## src/rtl/hash160_pkg.sv

```systemverilog
// rtl/hash160_pkg.sv - Shared types, sizes and RIPEMD-160 pad helper for the Hash160 sequencer
package hash160_pkg;

   typedef enum logic [2:0] {
      ST_IDLE    = 3'd0,
      ST_LOAD    = 3'd1,
      ST_SHA_RUN = 3'd2,
      ST_RMD_RUN = 3'd3,
      ST_OUT     = 3'd4
   } state_t;

   localparam int BLOCK_BYTES = 64;
   localparam int BLOCK_W     = BLOCK_BYTES * 8;
   localparam int SHA_DIG_W   = 256;
   localparam int RMD_DIG_W   = 160;

   // Tail of the RIPEMD-160 block: 0x80 marker, zero fill, then the 64-bit
   // message length (256 bits) little-endian in bytes 56..63.
   localparam logic [BLOCK_W-SHA_DIG_W-1:0] RMD_PAD = {8'h80, 184'h0, 8'h00, 8'h01, 48'h0};

   // The 32-byte SHA digest is the whole RIPEMD message, so the block is
   // always the digest followed by the fixed pad.
   function automatic logic [BLOCK_W-1:0] build_rmd_block(input logic [SHA_DIG_W-1:0] digest);
      return {digest, RMD_PAD};
   endfunction

endpackage

```

## src/rtl/hash160_out_ser.sv

```systemverilog
// rtl/hash160_out_ser.sv - Loads the 160-bit result and shifts it out MSB word first
module hash160_out_ser
   import hash160_pkg::*;
#(
   parameter int OUT_W = 16
) (
   input  logic                 clk,
   input  logic                 rst,
   input  logic                 load,
   input  logic [RMD_DIG_W-1:0] data,
   output logic [OUT_W-1:0]     tdata,
   output logic                 tvalid,
   output logic                 tlast
);

   localparam int NUM_WORDS = RMD_DIG_W / OUT_W;
   localparam int CNT_W     = (NUM_WORDS > 1) ? $clog2(NUM_WORDS) : 1;
   localparam logic [CNT_W-1:0] LAST_IDX = CNT_W'(NUM_WORDS - 1);

   logic [RMD_DIG_W-1:0] shreg;
   logic [CNT_W-1:0]     word_cnt;

   // Shift register and word counter; the register is cleared after the last
   // word so tdata reads 0 whenever nothing is being presented.
   always_ff @(posedge clk) begin
      if (rst) begin
         shreg    <= '0;
         word_cnt <= '0;
         tvalid   <= 1'b0;
      end else if (load) begin
         shreg    <= data;
         word_cnt <= '0;
         tvalid   <= 1'b1;
      end else if (tvalid) begin
         if (word_cnt == LAST_IDX) begin
            shreg    <= '0;
            word_cnt <= '0;
            tvalid   <= 1'b0;
         end else begin
            shreg    <= shreg << OUT_W;
            word_cnt <= word_cnt + 1'b1;
         end
      end
   end

   assign tdata = shreg[RMD_DIG_W-1 -: OUT_W];
   assign tlast = tvalid && (word_cnt == LAST_IDX);

endmodule

```

## src/rtl/hash160_seq_ctrl.sv

```systemverilog
// rtl/hash160_seq_ctrl.sv - Hash160 sequencer: byte packer, SHA-256 then RIPEMD-160 launch, result streaming; watchdog under HASH160_TIMEOUT_EN
module hash160_seq_ctrl
   import hash160_pkg::*;
#(
   parameter int OUT_W          = 16,
   parameter int TIMEOUT_CYCLES = 1024
) (
   input  logic                 clk,
   input  logic                 rst,
   input  logic                 i_valid,
   input  logic [7:0]           i_text,
   output logic                 o_busy,
   output logic [OUT_W-1:0]     o_answer,
   output logic                 o_valid,
   output logic                 o_err,
   output logic                 sha_start,
   output logic [BLOCK_W-1:0]   sha_block,
   input  logic                 sha_done,
   input  logic [SHA_DIG_W-1:0] sha_digest,
   output logic                 rmd_start,
   output logic [BLOCK_W-1:0]   rmd_block,
   input  logic                 rmd_done,
   input  logic [RMD_DIG_W-1:0] rmd_digest
);

   if ((RMD_DIG_W % OUT_W) != 0) begin : g_bad_out_w
      $error("OUT_W must divide the 160-bit result");
   end
   if ((TIMEOUT_CYCLES < 2) || (TIMEOUT_CYCLES > 65535)) begin : g_bad_timeout
      $error("TIMEOUT_CYCLES must fit the 16-bit watchdog");
   end

   state_t     state;
   state_t     next_state;
   logic [5:0] byte_cnt;
   logic [5:0] load_slot;
   logic       accept;
   logic       run_first;
   logic       run_entry;
   logic       in_run;
   logic       sha_take;
   logic       rmd_take;
   logic       wd_expire;
   logic       ser_last;

   // Done pulses count only in their own RUN state and never in the launch
   // cycle, so a stale pulse overlapping the start is not mistaken for completion.
   assign in_run    = (state == ST_SHA_RUN) || (state == ST_RMD_RUN);
   assign sha_take  = (state == ST_SHA_RUN) && !run_first && sha_done;
   assign rmd_take  = (state == ST_RMD_RUN) && !run_first && rmd_done;
   assign accept    = ((state == ST_IDLE) || (state == ST_LOAD)) && i_valid;
   assign load_slot = (state == ST_IDLE) ? 6'd0 : byte_cnt;
   assign run_entry = (next_state != state) &&
                      ((next_state == ST_SHA_RUN) || (next_state == ST_RMD_RUN));

`ifdef HASH160_TIMEOUT_EN
   localparam logic [15:0] WD_LAST = 16'(TIMEOUT_CYCLES - 1);

   logic [15:0] wd_cnt;

   // A done arriving in the expiry cycle takes priority over the timeout.
   assign wd_expire = in_run && (wd_cnt == WD_LAST) && !sha_take && !rmd_take;

   // Watchdog: zero in each launch cycle, counts every cycle of a RUN state.
   always_ff @(posedge clk) begin
      if (rst) begin
         wd_cnt <= '0;
      end else if (run_entry) begin
         wd_cnt <= '0;
      end else if (in_run) begin
         wd_cnt <= wd_cnt + 16'd1;
      end
   end

   // Abort pulse lands in the first IDLE cycle after the expiry.
   always_ff @(posedge clk) begin
      if (rst) begin
         o_err <= 1'b0;
      end else begin
         o_err <= wd_expire;
      end
   end
`else
   assign wd_expire = 1'b0;
   assign o_err     = 1'b0;
`endif

   // State register.
   always_ff @(posedge clk) begin
      if (rst) begin
         state <= ST_IDLE;
      end else begin
         state <= next_state;
      end
   end

   // Next-state logic.
   always_comb begin
      next_state = state;
      case (state)
         ST_IDLE: begin
            if (i_valid) next_state = ST_LOAD;
         end
         ST_LOAD: begin
            if (i_valid && (byte_cnt == 6'(BLOCK_BYTES - 1))) next_state = ST_SHA_RUN;
         end
         ST_SHA_RUN: begin
            if (sha_take)       next_state = ST_RMD_RUN;
            else if (wd_expire) next_state = ST_IDLE;
         end
         ST_RMD_RUN: begin
            if (rmd_take)       next_state = ST_OUT;
            else if (wd_expire) next_state = ST_IDLE;
         end
         ST_OUT: begin
            if (ser_last) next_state = ST_IDLE;
         end
         default: next_state = ST_IDLE;
      endcase
   end

   // Outputs decoded from state; start pulses are the first cycle of each RUN.
   always_comb begin
      o_busy    = 1'b1;
      sha_start = 1'b0;
      rmd_start = 1'b0;
      case (state)
         ST_IDLE, ST_LOAD: o_busy    = 1'b0;
         ST_SHA_RUN:       sha_start = run_first;
         ST_RMD_RUN:       rmd_start = run_first;
         default:          o_busy    = 1'b1;
      endcase
   end

   // Block registers and byte counter. The counter wraps to 0 on byte 63, so
   // every return to IDLE sees it at 0; blocks hold from launch to done
   // because bytes are only accepted in IDLE/LOAD.
   always_ff @(posedge clk) begin
      if (rst) begin
         byte_cnt  <= '0;
         run_first <= 1'b0;
         sha_block <= '0;
         rmd_block <= '0;
      end else begin
         run_first <= run_entry;
         if (accept) begin
            for (int i = 0; i < BLOCK_BYTES; i++) begin
               if (load_slot == 6'(i)) sha_block[BLOCK_W-1-8*i -: 8] <= i_text;
            end
            byte_cnt <= load_slot + 6'd1;
         end
         if (sha_take) begin
            rmd_block <= build_rmd_block(sha_digest);
         end
      end
   end

   hash160_out_ser #(
      .OUT_W (OUT_W)
   ) u_out_ser (
      .clk    (clk),
      .rst    (rst),
      .load   (rmd_take),
      .data   (rmd_digest),
      .tdata  (o_answer),
      .tvalid (o_valid),
      .tlast  (ser_last)
   );

endmodule
```

## config.mk

```make
export PLATFORM = sky130hd
export DESIGN_NAME = hash160_seq_ctrl
export DESIGN_NICKNAME = d
export VERILOG_FILES = /design/src/rtl/hash160_pkg.sv /design/src/rtl/hash160_out_ser.sv /design/src/rtl/hash160_seq_ctrl.sv
export SDC_FILE = /design/constraint.sdc
export NUM_CORES = 2
export LEC_CHECK = 0
export ABC_AREA = 0
export CAP_MARGIN = 20
export CORE_AREA = 4 4 577 579
export CTS_CLUSTER_DIAMETER = 150
export DETAILED_ROUTE_END_ITERATION = 6
export DIE_AREA = 0 0 581 583
export GPL_TIMING_DRIVEN = 0
export PLACE_DENSITY = 0.34
export SLEW_MARGIN = 0
export SYNTH_ARGS = -nofsm -noshare
export SYNTH_HDL_FRONTEND = slang
export SYNTH_SLANG_ARGS = --single-unit
```

## constraint.sdc

```tcl
create_clock -name clk -period 3.9 [get_ports clk]
set_clock_uncertainty 0.05 [all_clocks]
set_input_delay 0.585 -clock clk [delete_from_list [all_inputs] [get_ports clk]]
set_output_delay 0.585 -clock clk [all_outputs]
set_load 0.01 [all_outputs]
```

==> reports/metrics.yaml <==
power_and_ir_drop:
  p_sw_mw: 6.19
  internal_power_mw: 18.0
  clkPwrFrac: 0.529
  p_seq_frac: 0.399
  combPwrFrac: 0.071
  ir_drop_uv: 323
  swShare: 0.256
  leakage_nw: 24.9
  powerDensity_nw_per_um2: 376
setup_path:
  critPathKind: "flop to flop"
  crit_path_start_kind: "flop"
  worst_ep_arrival_time_ps: 4200
  timing.rr.end: "sha_block[206]"
  endpoint_kind: "flop"
  slowest_stage: "or3_1"
  crit_chain: "buf_6 -> clkbuf_1 -> or3_1 -> and2_1 -> inv_1 -> ha_1 -> buf_2 -> o31a_2 -> buf_4 -> nand4_4 -> mux2i_1"
  r2r_slack_ps: 250
  max_stage_delay_ps: 460
  required_ps: 4450
  ff2ff_path_depth: 11
  crit_fanout: 10
  reg2reg_from: "state[0]"
floorplanning:
  ioPinCount: 1474
  coreArea_um2: 327000
  num_rows: 210
  die_h_um: 583
  dieWidth_um: 581
  dieArea_um2: 339000
  initial_core_util: 0.125
place:
  placed_cells: 10071
  io_buffers: 1217
  gp_congestion: 0.888
  dp.final_hpwl_um: 239000
route:
  drt-total-wl_um: 289000
  wire_per_inst_um: 27.9
  avgViaCountPerCell: 3.68
  dr.pass1.iters: 5
  drc_errors: 0
  vias: 38087
  drtIter0Drc: 2042
  ant_nets: 0
timing:
  worstMarginPinSlew_ps: 1080
  finalCritPeriodShare: 0.935
  setup_violations: 0
  finalCriticalPeriod_ps: 3650
  rsz0062_at_grt: "false"
  hold_viol: 0
  report.final.slew_viol_count: 0
  slew_headroom: 0.281
  tns_ps: 0
  clock.fmax_mhz: 274
worst_hold_path:
  hold_class: "input pin to flop"
  worstHoldStart: "sha_digest[27]"
  holdPathEnd: "rmd_block[283]"
  hold_depth: 3
clocking:
  clock_path_buffers: 4
  clk_pin_slew_ps: 60
  numCtsBuffers: 138
  root_buffer: "clkbuf_16"
  cts_max_level: 4
  insertion_delay_ps: 790
  cts.sinks: 944
  cts_tree: "yes"
  ctsHoldBuffers: 0
flow_run:
  cap_violations: 0
synth:
  synth_area_um2: 41000
  synthDistinctLibCells: 52
  synthFlopType: "dfxtp_1"
  synthCells: 4248
  synth_edf_count: 0
  synth-seq-cells: 944
  async_flop_share: 0
  ys_seq_area_frac: 0.461
  syn_avg_cell_area_um2: 9.66
  yosysWarnings: 0
run_status:
  status: "completed"
finish:
  final_cells: 10356
  final_nets: 6299
  syn2layout_area_growth_pct: 56.9
  drive_above_1_share: 0.112
  fill_cells: 36308
global_routing:
  grt_pass1_vias: 38847
  grt_pass1_wl_um: 374000
  antenna_found_initial: 120
  grt_max_degree: 12
  grt-ovfl-total: 0
  grt_use_total: 0.162
Yosys cell counts (2+ instances only):
library cell,n,area share
and4_1,2,0.00043
buf_8,3,0.0011
a211oi_1,3,0.00055
nand4_2,6,0.0018
o32ai_1,2,0.00043
a311oi_1,144,0.031
dfxtp_1,944,0.46
o21ai_0,276,0.034
or2_2,2,0.00030
nor3_1,147,0.018
a21oi_1,282,0.034
inv_1,4,0.00037
o31a_2,4,0.00098
buf_12,2,0.00098
nor2b_1,25,0.0038
nand4_4,57,0.030
and2_1,6,0.00091
nor2_1,6,0.00055
buf_1,10,0.00091
buf_2,52,0.0063
nand4_1,3,0.00046
or3_1,2,0.00030
mux2i_1,513,0.13
buf_4,298,0.055
clkbuf_1,314,0.029
ha_1,4,0.0012
nand3_1,423,0.052
nand2b_1,670,0.10
nand2_1,9,0.00082
buf_6,13,0.0036
logic make-up (layout without fill, tap and decap cells):
family,after synthesis,count (layout),share of synthesized area
compound gates,718,718,0.102
simple gates,1370,1370,0.214
other cells,1,295,0.0000914
buf+inv,696,2164,0.0965
mux,513,513,0.125
fa+ha+maj,4,4,0.00122
xor+xnor,2,2,0.000427
flops,944,944,0.461
placed cells by master, fill, tap and decap left out, types with 6 or more instances in the layout:
master / netlist / routed
clkbuf_16: 0 / 140
buf_1: 10 / 10
conb_1: 1 / 255
and2_1: 6 / 6
nand3_1: 423 / 423
o21ai_0: 276 / 276
nand2b_1: 670 / 670
nand2_1: 9 / 9
a21oi_1: 282 / 282
buf_8: 3 / 8
bufinv_16: 0 / 6
clkbuf_2: 0 / 6
dfxtp_1: 944 / 944
clkbuf_1: 314 / 339
nand4_2: 6 / 6
nand4_4: 57 / 57
buf_2: 52 / 51
diode_2: 0 / 40
nor2b_1: 25 / 25
buf_6: 13 / 13
nor3_1: 147 / 147
a311oi_1: 144 / 144
clkinv_2: 0 / 20
buf_4: 298 / 300
inv_6: 0 / 7
nor2_1: 6 / 6
mux2i_1: 513 / 513
clkdlybuf4s50_1: 0 / 1217
clkbuf_8: 0 / 29
worst max-delay path, delay by kind of cell (launching register included):
kind	cells	cell delay [ps]
AOI/OAI and AO/OA	1	310
adders and majority gates	1	130
buffers and inverters	5	1300
DFF	1	330
muxes	1	220
and+or+nand+nor	3	1070
sequential cells by signal, indices dropped and copies added, names as in the netlist:
register and cells:
byte_cnt 6, u_out_ser.tvalid 1, rmd_block 257, sha_block 512
u_out_ser.word_cnt 4, state 3, run_first 1, u_out_ser.shreg 160
routing by layer:
layer / wire [um] / GRT usage / vias to the layer above
li1: - / - / 17665
met1: 105000 / 0.170 / 18475
met2: 146000 / 0.298 / 1533
met3: 29500 / 0.0709 / 376
met4: 7660 / 0.0365 / 38
met5: 253 / 0 / -
worst max path at each step:
stage	cells past startpoint	end	start	slack (ps)
floorplan	11	sha_block[200]	state[0]	1280
global placement	6	rmd_block[483]	rst	-470
detailed placement	6	u_out_ser.shreg[11]	rst	-4
CTS	11	sha_block[330]	state[1]	30
global route	11	sha_block[330]	state[0]	60
finish	11	sha_block[206]	state[0]	250
stage by stage:
step / utilization / power (mW) / hold slack (ps) / area (um^2) / setup slack [ps]
3_5_place_dp: 0.183 / 11.6 / 415 / 59700 / -4.25
4_1_cts: 0.196 / 24.8 / 208 / 64300 / 33.3
6_report: 0.197 / 24.2 / 316 / 64400 / 252
2_1_floorplan: - / 10.6 / 417 / 42000 / 1280
3_3_place_gp: 0.182 / 11.6 / 408 / 59600 / -474
5_1_grt: 0.197 / 25.1 / 229 / 64300 / 62.7
power by group through the flow:
| stage | sequential (mW) | clock [mW] | combinational [mW] |
|---|---|---|---|
| 6_report | 9.66 | 12.8 | 1.72 |
| 5_1_grt | 9.66 | 13.7 | 1.83 |
| 4_1_cts | 9.66 | 13.4 | 1.75 |
| 3_5_place_dp | 9.87 | 0 | 1.74 |
| 3_3_place_gp | 9.87 | 0 | 1.73 |
| 2_1_floorplan | 9.87 | 0 | 0.742 |
final cells by class:
class	count	area, um^2	share of cell area
multi-input combinational	2862	19100	0.297
antenna	40	100	0.00156
clock inverter	44	515	0.00801
buffer	692	3960	0.0615
sequential	944	18900	0.294
clock buffer	200	4020	0.0624
inverter	4	15.0	0.000233
timing repair buffer	1224	12300	0.191
tap	4346	5440	0.0845
what timing repair did:
action | 4_1_cts | 5_1_grt
pin swaps | 1 | 0
setup endpoints to repair | 1 | 17
buffers inserted | 1 | 0
resized for setup | 1 | 2
No activity file was read; power rests on OpenSTA's default activity.
